<file path="config.mk">
export PLATFORM = sky130hd
export DESIGN_NAME = vga_pixel_filter
export DESIGN_NICKNAME = d
export VERILOG_FILES = /design/src/rtl/vga_pixel_filter.sv
export SDC_FILE = /design/constraint.sdc
export NUM_CORES = 1
export LEC_CHECK = 0
export ABC_AREA = 1
export CAP_MARGIN = 20
export CORE_MARGIN = 2
export CORE_UTILIZATION = 41
export CTS_CLUSTER_SIZE = 25
export DETAILED_ROUTE_END_ITERATION = 6
export PLACE_DENSITY_LB_ADDON = 0.25
export SLEW_MARGIN = 20
export SYNTH_ARGS = -nofsm -noshare
export SYNTH_HDL_FRONTEND = slang
export SYNTH_SLANG_ARGS = --single-unit
</file>
<file path="constraint.sdc">
create_clock -name clk_vga -period 4.15 [get_ports clk_vga]
set_clock_uncertainty 0.15 [all_clocks]
set_input_delay 0.415 -clock clk_vga [delete_from_list [all_inputs] [get_ports clk_vga]]
set_output_delay 0.415 -clock clk_vga [all_outputs]
set_load 0.005 [all_outputs]
</file>
<file path="src/rtl/vga_pixel_filter.sv">
// vga_pixel_filter: per-pixel RGB888 filter (bypass/gray/invert/binary/edge) feeding a 12-bit RGB444 VGA DAC.
// Latency: 3 clk_vga cycles from pixel_in/hc_in/vc_in to vga_rgb/hc_out/vc_out; one pixel per cycle.
// Backpressure: none; free-running stream with no handshake and no stalls.
//
// Ports:
//   clk_vga, reset       pixel clock, synchronous active-high reset
//   hc_in, vc_in         visible counters (0 = blanking), aligned with pixel_in
//   pixel_in             {R,G,B} 8 bits each from the frame BRAM
//   filter_sel           raw asynchronous board switches
//   hc_out, vc_out       counters delayed to line up with vga_rgb
//   vga_rgb              {R,G,B} 4 bits each to the DAC
//   mode_active          filter mode in force for the current frame
// Optional feature: define VGA_PIXEL_FILTER_DITHER_EN for 2x2 Bayer dither before bit reduction.
module vga_pixel_filter #(
  parameter logic [7:0] EDGE_TH = 8'd32,
  parameter logic [7:0] BIN_TH  = 8'd128
) (
  input  logic        clk_vga,
  input  logic        reset,
  input  logic [10:0] hc_in,
  input  logic [10:0] vc_in,
  input  logic [23:0] pixel_in,
  input  logic [2:0]  filter_sel,
  output logic [10:0] hc_out,
  output logic [10:0] vc_out,
  output logic [11:0] vga_rgb,
  output logic [2:0]  mode_active
);

  localparam logic [2:0] MODE_GRAY   = 3'd1;
  localparam logic [2:0] MODE_INVERT = 3'd2;
  localparam logic [2:0] MODE_BINARY = 3'd3;
  localparam logic [2:0] MODE_EDGE   = 3'd4;

  // Switch synchroniser
  logic [2:0] sel_meta;
  logic [2:0] sel_sync;

  // Stage 1 registers
  logic [23:0] s1_pix;
  logic [10:0] s1_hc, s1_vc;
  logic [15:0] s1_pr, s1_pg, s1_pb;

  // Stage 2 registers
  logic [23:0] s2_pix;
  logic [23:0] s2_inv;
  logic [10:0] s2_hc, s2_vc;
  logic [7:0]  s2_y;

  // Luma of the previous visible pixel on the current line
  logic [7:0] y_prev;

  // Stage 1 combinational: luma weight products
  logic [15:0] pr_c, pg_c, pb_c;
  assign pr_c = 16'(pixel_in[23:16]) * 16'd77;
  assign pg_c = 16'(pixel_in[15:8])  * 16'd150;
  assign pb_c = 16'(pixel_in[7:0])   * 16'd29;

  // Stage 2 combinational: weights sum to 256, so the sum never exceeds 16 bits
  logic [7:0] y_c;
  assign y_c = 8'((s1_pr + s1_pg + s1_pb) >> 8);

  // Frame start seen on the stage-1 counters: the mode register then updates
  // one cycle before that pixel reaches the stage-3 mux, so the frame-start
  // pixel already uses the new mode.
  logic frame_start;
  assign frame_start = (s1_hc == 11'd1) && (s1_vc == 11'd1);

  // Stage 3 combinational
  logic       blank;
  logic [7:0] y_ref, y_diff;
  logic [23:0] filt;
  logic [7:0] out_r, out_g, out_b;

  assign blank = (s2_hc == 11'd0) || (s2_vc == 11'd0);
  // Column 1 compares against itself so a line never inherits the previous line's luma.
  assign y_ref  = (s2_hc == 11'd1) ? s2_y : y_prev;
  assign y_diff = (s2_y >= y_ref) ? (s2_y - y_ref) : (y_ref - s2_y);

  always_comb begin
    filt = s2_pix;
    case (mode_active)
      MODE_GRAY:   filt = {s2_y, s2_y, s2_y};
      MODE_INVERT: filt = s2_inv;
      MODE_BINARY: filt = (s2_y >= BIN_TH) ? 24'hFFFFFF : 24'h000000;
      MODE_EDGE:   filt = (y_diff >= EDGE_TH) ? 24'hFFFFFF : 24'h000000;
      default:     filt = s2_pix;
    endcase
  end

`ifdef VGA_PIXEL_FILTER_DITHER_EN
  // 2x2 Bayer offset keyed on the parity of the output coordinates.
  logic [7:0] dith_off;
  always_comb begin
    dith_off = 8'd0;
    case ({s2_vc[0], s2_hc[0]})
      2'b00:   dith_off = 8'd0;
      2'b01:   dith_off = 8'd8;
      2'b10:   dith_off = 8'd12;
      default: dith_off = 8'd4;
    endcase
  end

  function automatic logic [7:0] sat_add(input logic [7:0] c, input logic [7:0] o);
    logic [8:0] s;
    s = {1'b0, c} + {1'b0, o};
    return s[8] ? 8'hFF : s[7:0];
  endfunction

  assign out_r = sat_add(filt[23:16], dith_off);
  assign out_g = sat_add(filt[15:8],  dith_off);
  assign out_b = sat_add(filt[7:0],   dith_off);
`else
  assign out_r = filt[23:16];
  assign out_g = filt[15:8];
  assign out_b = filt[7:0];
`endif

  always_ff @(posedge clk_vga) begin
    if (reset) begin
      sel_meta    <= 3'd0;
      sel_sync    <= 3'd0;
      mode_active <= 3'd0;
      s1_pix      <= 24'd0;
      s1_hc       <= 11'd0;
      s1_vc       <= 11'd0;
      s1_pr       <= 16'd0;
      s1_pg       <= 16'd0;
      s1_pb       <= 16'd0;
      s2_pix      <= 24'd0;
      s2_inv      <= 24'd0;
      s2_hc       <= 11'd0;
      s2_vc       <= 11'd0;
      s2_y        <= 8'd0;
      y_prev      <= 8'd0;
      hc_out      <= 11'd0;
      vc_out      <= 11'd0;
      vga_rgb     <= 12'd0;
    end else begin
      sel_meta <= filter_sel;
      sel_sync <= sel_meta;
      if (frame_start) mode_active <= sel_sync;

      s1_pix <= pixel_in;
      s1_hc  <= hc_in;
      s1_vc  <= vc_in;
      s1_pr  <= pr_c;
      s1_pg  <= pg_c;
      s1_pb  <= pb_c;

      s2_pix <= s1_pix;
      s2_inv <= ~s1_pix;
      s2_hc  <= s1_hc;
      s2_vc  <= s1_vc;
      s2_y   <= y_c;

      if (!blank) y_prev <= s2_y;

      hc_out  <= s2_hc;
      vc_out  <= s2_vc;
      vga_rgb <= blank ? 12'h000 : {out_r[7:4], out_g[7:4], out_b[7:4]};
    end
  end

endmodule

</file>
* Word level (Yosys, flattened, before mapping)
Cells that the tools add are included.
** Word-level totals
- Word-level logic and storage cells :: 49
- Memories :: 0
- Input bits :: 51
- Memory bits (read-only) :: 0
- Output and inout port bits :: 37
- RAM bits :: 0
- Register bits after elaboration :: 223
- Latch bits :: 0
** Operators by class
- Add/sub/neg operators :: 4
- Reductions and logical operators :: 5
- Div/mod/pow operators :: 0
- $mul :: 3
- Shift-type cells :: 0
- Eq/ne operators :: 7
- $lt $le $gt $ge :: 3
- Multiplexer cells :: 5
- Bitwise gates (word level) :: 1
** Operators with widths (number)
- case mux 24 bit (4 select lines) :: 1
- 2-to-1 mux 24 bit :: 2
- == test 11 x 1 -> 1 bit (second input constant) :: 3
- adder 16 bit :: 2
- multiplier 8 x 7 -> 15 bit (second input constant) :: 2
- NOT 24 bit :: 1
- logical NOT 11 bit :: 2
- 2-to-1 mux 8 bit :: 2
- subtractor 8 bit :: 2
- multiplier 8 x 5 -> 13 bit (second input constant) :: 1
- greater-or-equal comparator 8 x 6 -> 1 bit (second input constant) :: 1
- greater-or-equal comparator 8 bit :: 1
- greater-or-equal comparator 8 bit (second input constant) :: 1
- == test 3 x 2 -> 1 bit (second input constant) :: 2
- == test 3 x 1 -> 1 bit (second input constant) :: 1
- == test 3 bit (second input constant) :: 1
- OR reduction 2 bit :: 1
- logical AND 1 bit :: 1
- logical OR 1 bit :: 1

* Longest topological paths before layout
- Depth in word-level cells :: 7
- Gate-level depth with buffers :: 24
- Gate-level depth less buffers :: 23

* Worst setup path before layout
OpenSTA, ideal clock, no wires.
- Path type :: input -> register
- Start :: input pixel_in[12]
- End :: register s1_pg[15]
- Arrival time :: 3.041 ns
- Stages :: 15
- Slack :: 0.844 ns
- Buffers on the path :: 0
- Required time :: 3.885 ns
- Setup time :: 0.115 ns
- Path through :: ha_1 ha_1 inv_1 fa_1 fa_1 inv_1 ha_1 a21oi_1 o21ai_0 nand2_1 nand3_1 nand2_1 a21boi_0 o21ai_0 inv_1
** Between the ends
- Word-level cells in the longest chain between the ends :: 1
** Ends and longest elaborated chain
- start: declaration :: line 22 : input logic [23:0] pixel_in,
- multiplier 8 x 7 -> 15 bit :: line 56 : assign pg_c = 16'(pixel_in[15:8]) * 16'd150;
- end signal: assignment :: line 148 : s1_pg <= pg_c;
- end: declaration :: line 42 : logic [15:0] s1_pr, s1_pg, s1_pb;
Every way passes these cells.
A chain may end at the register's enable or synchronous reset.

* Worst setup path after layout
- Start :: input pixel_in[20]
- End :: register s1_pr[14]
** Between the ends
- Word-level cells in the longest chain between the ends :: 1
** Ends and longest elaborated chain
- multiplier 8 x 7 -> 15 bit :: line 55 : assign pr_c = 16'(pixel_in[23:16]) * 16'd77;
- end signal: assignment :: line 147 : s1_pr <= pr_c;
- end: declaration :: line 42
Every way passes these cells.

==> summary.txt <==
Clock Tree Buf Depth = 2
Fin area = 11700 um^2
Peak supply drop = 0.264 mV
Largest family of logic cells by synthesized area = adder cells
Setup Total Neg Slack = 0 ns
Seq cells post-synth = 182
CTS buffer count = 17
Core area = 23600 um^2
Vias in the first global route = 7391
# clock sinks = 182
Reg2Reg Setup Slack = 0.89 ns
WL per Instance = 12.0 um
Reg clk slew, reported paths = 0.08 ns
Clock root buffer = clkbuf_16
FMAX = 268 MHz
DR iter-0 viols = 325
Fin crit share = 89.8%
Post-route ant nets = 0
Hold slack final = 0.205 ns
Pin slew with the least headroom to its limit = 0.953 ns
Nets = 1553
Mapped Nets = 1471
Most common cell after layout, fill and taps aside = inv_1
Row count = 56
# DRC = 0
Multiplexer share of the synthesized area = 0.101%
Rel. slew slack = 36.5%
Xor/xnor share of the synthesized area = 0.177%
Post-CTS Hold Buffers = 0
Simple-gate share of the synthesized area = 17.6%
Layout cells sized above 1 = 3.41%
Hold wc startpoint = reset
H-tree depth = 4
Setup crit end kind = flop
Placed Instances = 1636
Top FF cell, synth = dfxtp_1
Yosys warning total = 0
Seq/Total Area, Yosys = 36.8%
Number of standard cells in the final layout excluding fillers = 1668
IO Count = 88
Total Die Area = 25400 um^2
Area Overhead vs Synth = 18.3%
First-pass GRT wire length = 34600 um
Synth Cell Area = 9910 um^2
Die H = 159 um
Adder-Cell Fraction of Synth Area = 23.8%
Worst reg2reg path depth = 18
Final WL = 20000 um
Vias = 7634
Outcome = finished, final reports clean
Die Width = 159 um
Most frequent cells in the layout = inv_1 (276), nor2_1 (188), dfxtp_1 (182), nand2_1 (143), ha_1 (128)
Compound-gate portion of the synthesized area = 9.72%
RSZ-0062 raised after global routing = no
Worst R2R End = vga_rgb[10]$_SDFF_PP0_
Hold worst-path end = s1_vc[7]$_SDFF_PP0_
Number of synthesized flops with an enable pin = 0
Post-layout min period = 3.73 ns
CP startpoint kind = primary input
Clk_lat worst skew = 0.43 ns
Post-synth ARST share = 0%
Port Buffers = 87
Antenna cells = 0
Gr ovfl total = 0
Worst min path class = in -> reg
Post-route core utilization = 49.6%
Final setup viols = 0
Max cap viols = 0
Crit path from = pixel_in[20]
TritonCTS clock tree = built
Synth Instances = 1254
Global placer's final weighted congestion = 0.841
# Post-CTS Setup Buffers = 0
Crit path DAT = 3.95 ns
Syn_area_per_cell = 7.90 um^2
Via density per instance = 4.58
Placed Area = 11100 um^2
Cell leakage power = 5.87 nW
Initial antenna violation count = 0
First drt pass iteration count = 4
FF-to-FF Start = s2_hc[3]$_SDFF_PP0_
Hold path cells = 2
CP Class = in -> reg
Synth unique cells = 39
PD cells = 525 nW/um^2
HPWL Detailed = 15800 um
Final Max Tran Viols = 0
Fin. Hold Viols = 0
All-layer global routing usage = 16.6%
Largest net degree at the start of global routing = 97
Worst-path maximum fanout = 6
CP required = 4.37 ns
Post-CTS sizing = 0
Starting Density = 42.0%
## state kept, by name (all words and copies together) (netlist names), 12 cells and up
name,flops
s2_pix,12
s1_pix,17
s1_pg,14
s1_pr,13
vga_rgb,12
s2_inv,12
## stage by stage
step | setup slack (ns) | power, W
6_report | 0.423 | 0.00615
3_3_place_gp | 0.129 | 0.00446
4_1_cts | 0.429 | 0.00620
3_5_place_dp | -0.0358 | 0.00448
2_1_floorplan | 0.844 | 0.00390
5_1_grt | 0.164 | 0.00672
## power by group
group | switching [W] | leakage (nW) | total [W] | internal (W)
combinational | 0.00147 | 4.05 | 0.00239 | 0.000913
clock | 0.000840 | 0.314 | 0.00170 | 0.000857
sequential | 0.000121 | 1.50 | 0.00207 | 0.00195
total | 0.00244 | 5.87 | 0.00615 | 0.00372
## cells by family after synthesis
kind of cell / count (synthesis)
AOI/OAI and AO/OA: 181
xor gates and xnor gates: 2
adders and majority gates: 166
buffers and inverters: 303
DFF: 182
muxes: 1
and+or+nand+nor: 419
## synthesized netlist by cell type (2+ instances only)
library cell | instances | area [um^2]
ha_1 | 128 | 1600
buf_4 | 2 | 15.0
o21a_1 | 4 | 30.0
a21boi_0 | 3 | 22.5
a21oi_1 | 99 | 495
a31oi_1 | 4 | 25.0
o21bai_1 | 6 | 45.0
nor2_2 | 3 | 18.8
a21o_1 | 3 | 22.5
o21ai_0 | 57 | 285
nand3_2 | 4 | 40.0
dfxtp_1 | 182 | 3640
nand2_1 | 143 | 537
nor3_1 | 10 | 50.1
nand2_2 | 2 | 12.5
inv_1 | 276 | 1040
clkbuf_1 | 15 | 56.3
nand3_1 | 48 | 240
nand4_1 | 11 | 68.8
buf_1 | 4 | 15.0
nor2_1 | 188 | 706
o31ai_1 | 2 | 15.0
nor4_1 | 5 | 31.3
fa_1 | 38 | 761
nand3b_1 | 3 | 22.5
## layer usage
| layer | vias to the layer above | GRT usage, % | routed length (um) |
|---|---|---|---|
| met4 | 0 | 5.54 | 390 |
| met3 | 22 | 3.05 | 571 |
| li1 | 4070 | - | - |
| met5 | - | 0 | 0 |
| met1 | 3431 | 21.6 | 9670 |
| met2 | 111 | 28.0 | 9390 |
## cell type report
| cell class | instances | area (um^2) |
|---|---|---|
| Timing Repair Buffer | 89 | 883 |
| Clock inverter | 15 | 230 |
| Multi-Input combinational cell | 769 | 5100 |
| Inverter | 277 | 1040 |
| Clock buffer | 17 | 425 |
| Fill cell | 2274 | 11900 |
| Sequential cell | 182 | 3640 |
| Tap cell | 319 | 399 |
## worst max-delay path by stage
stage / to / slack [ns] / cells after the start
6_report: s1_pr[14]$_SDFF_PP0_ / 0.42 / 16
5_1_grt: s1_pr[14]$_SDFF_PP0_ / 0.16 / 16
4_1_cts: s1_pr[14]$_SDFF_PP0_ / 0.43 / 16
3_5_place_dp: s1_pr[14]$_SDFF_PP0_ / -0.04 / 16
3_3_place_gp: s1_pr[10]$_SDFF_PP0_ / 0.13 / 14
2_1_floorplan: s1_pg[15]$_SDFF_PP0_ / 0.84 / 15
## critical path, stage by stage
cell and delay, ns:
clkdlybuf4s50_1 0.52, ha_1 0.34, ha_1 0.27, inv_1 0.05, fa_1 0.50, fa_1 0.51
inv_1 0.04, ha_1 0.35, nand2_1 0.09, o21ai_0 0.25, nand2_1 0.09, nand3_1 0.11
nand2_1 0.06, a21boi_0 0.16, o21ai_0 0.10, inv_1 0.09
(Power assumes the default switching activity.)
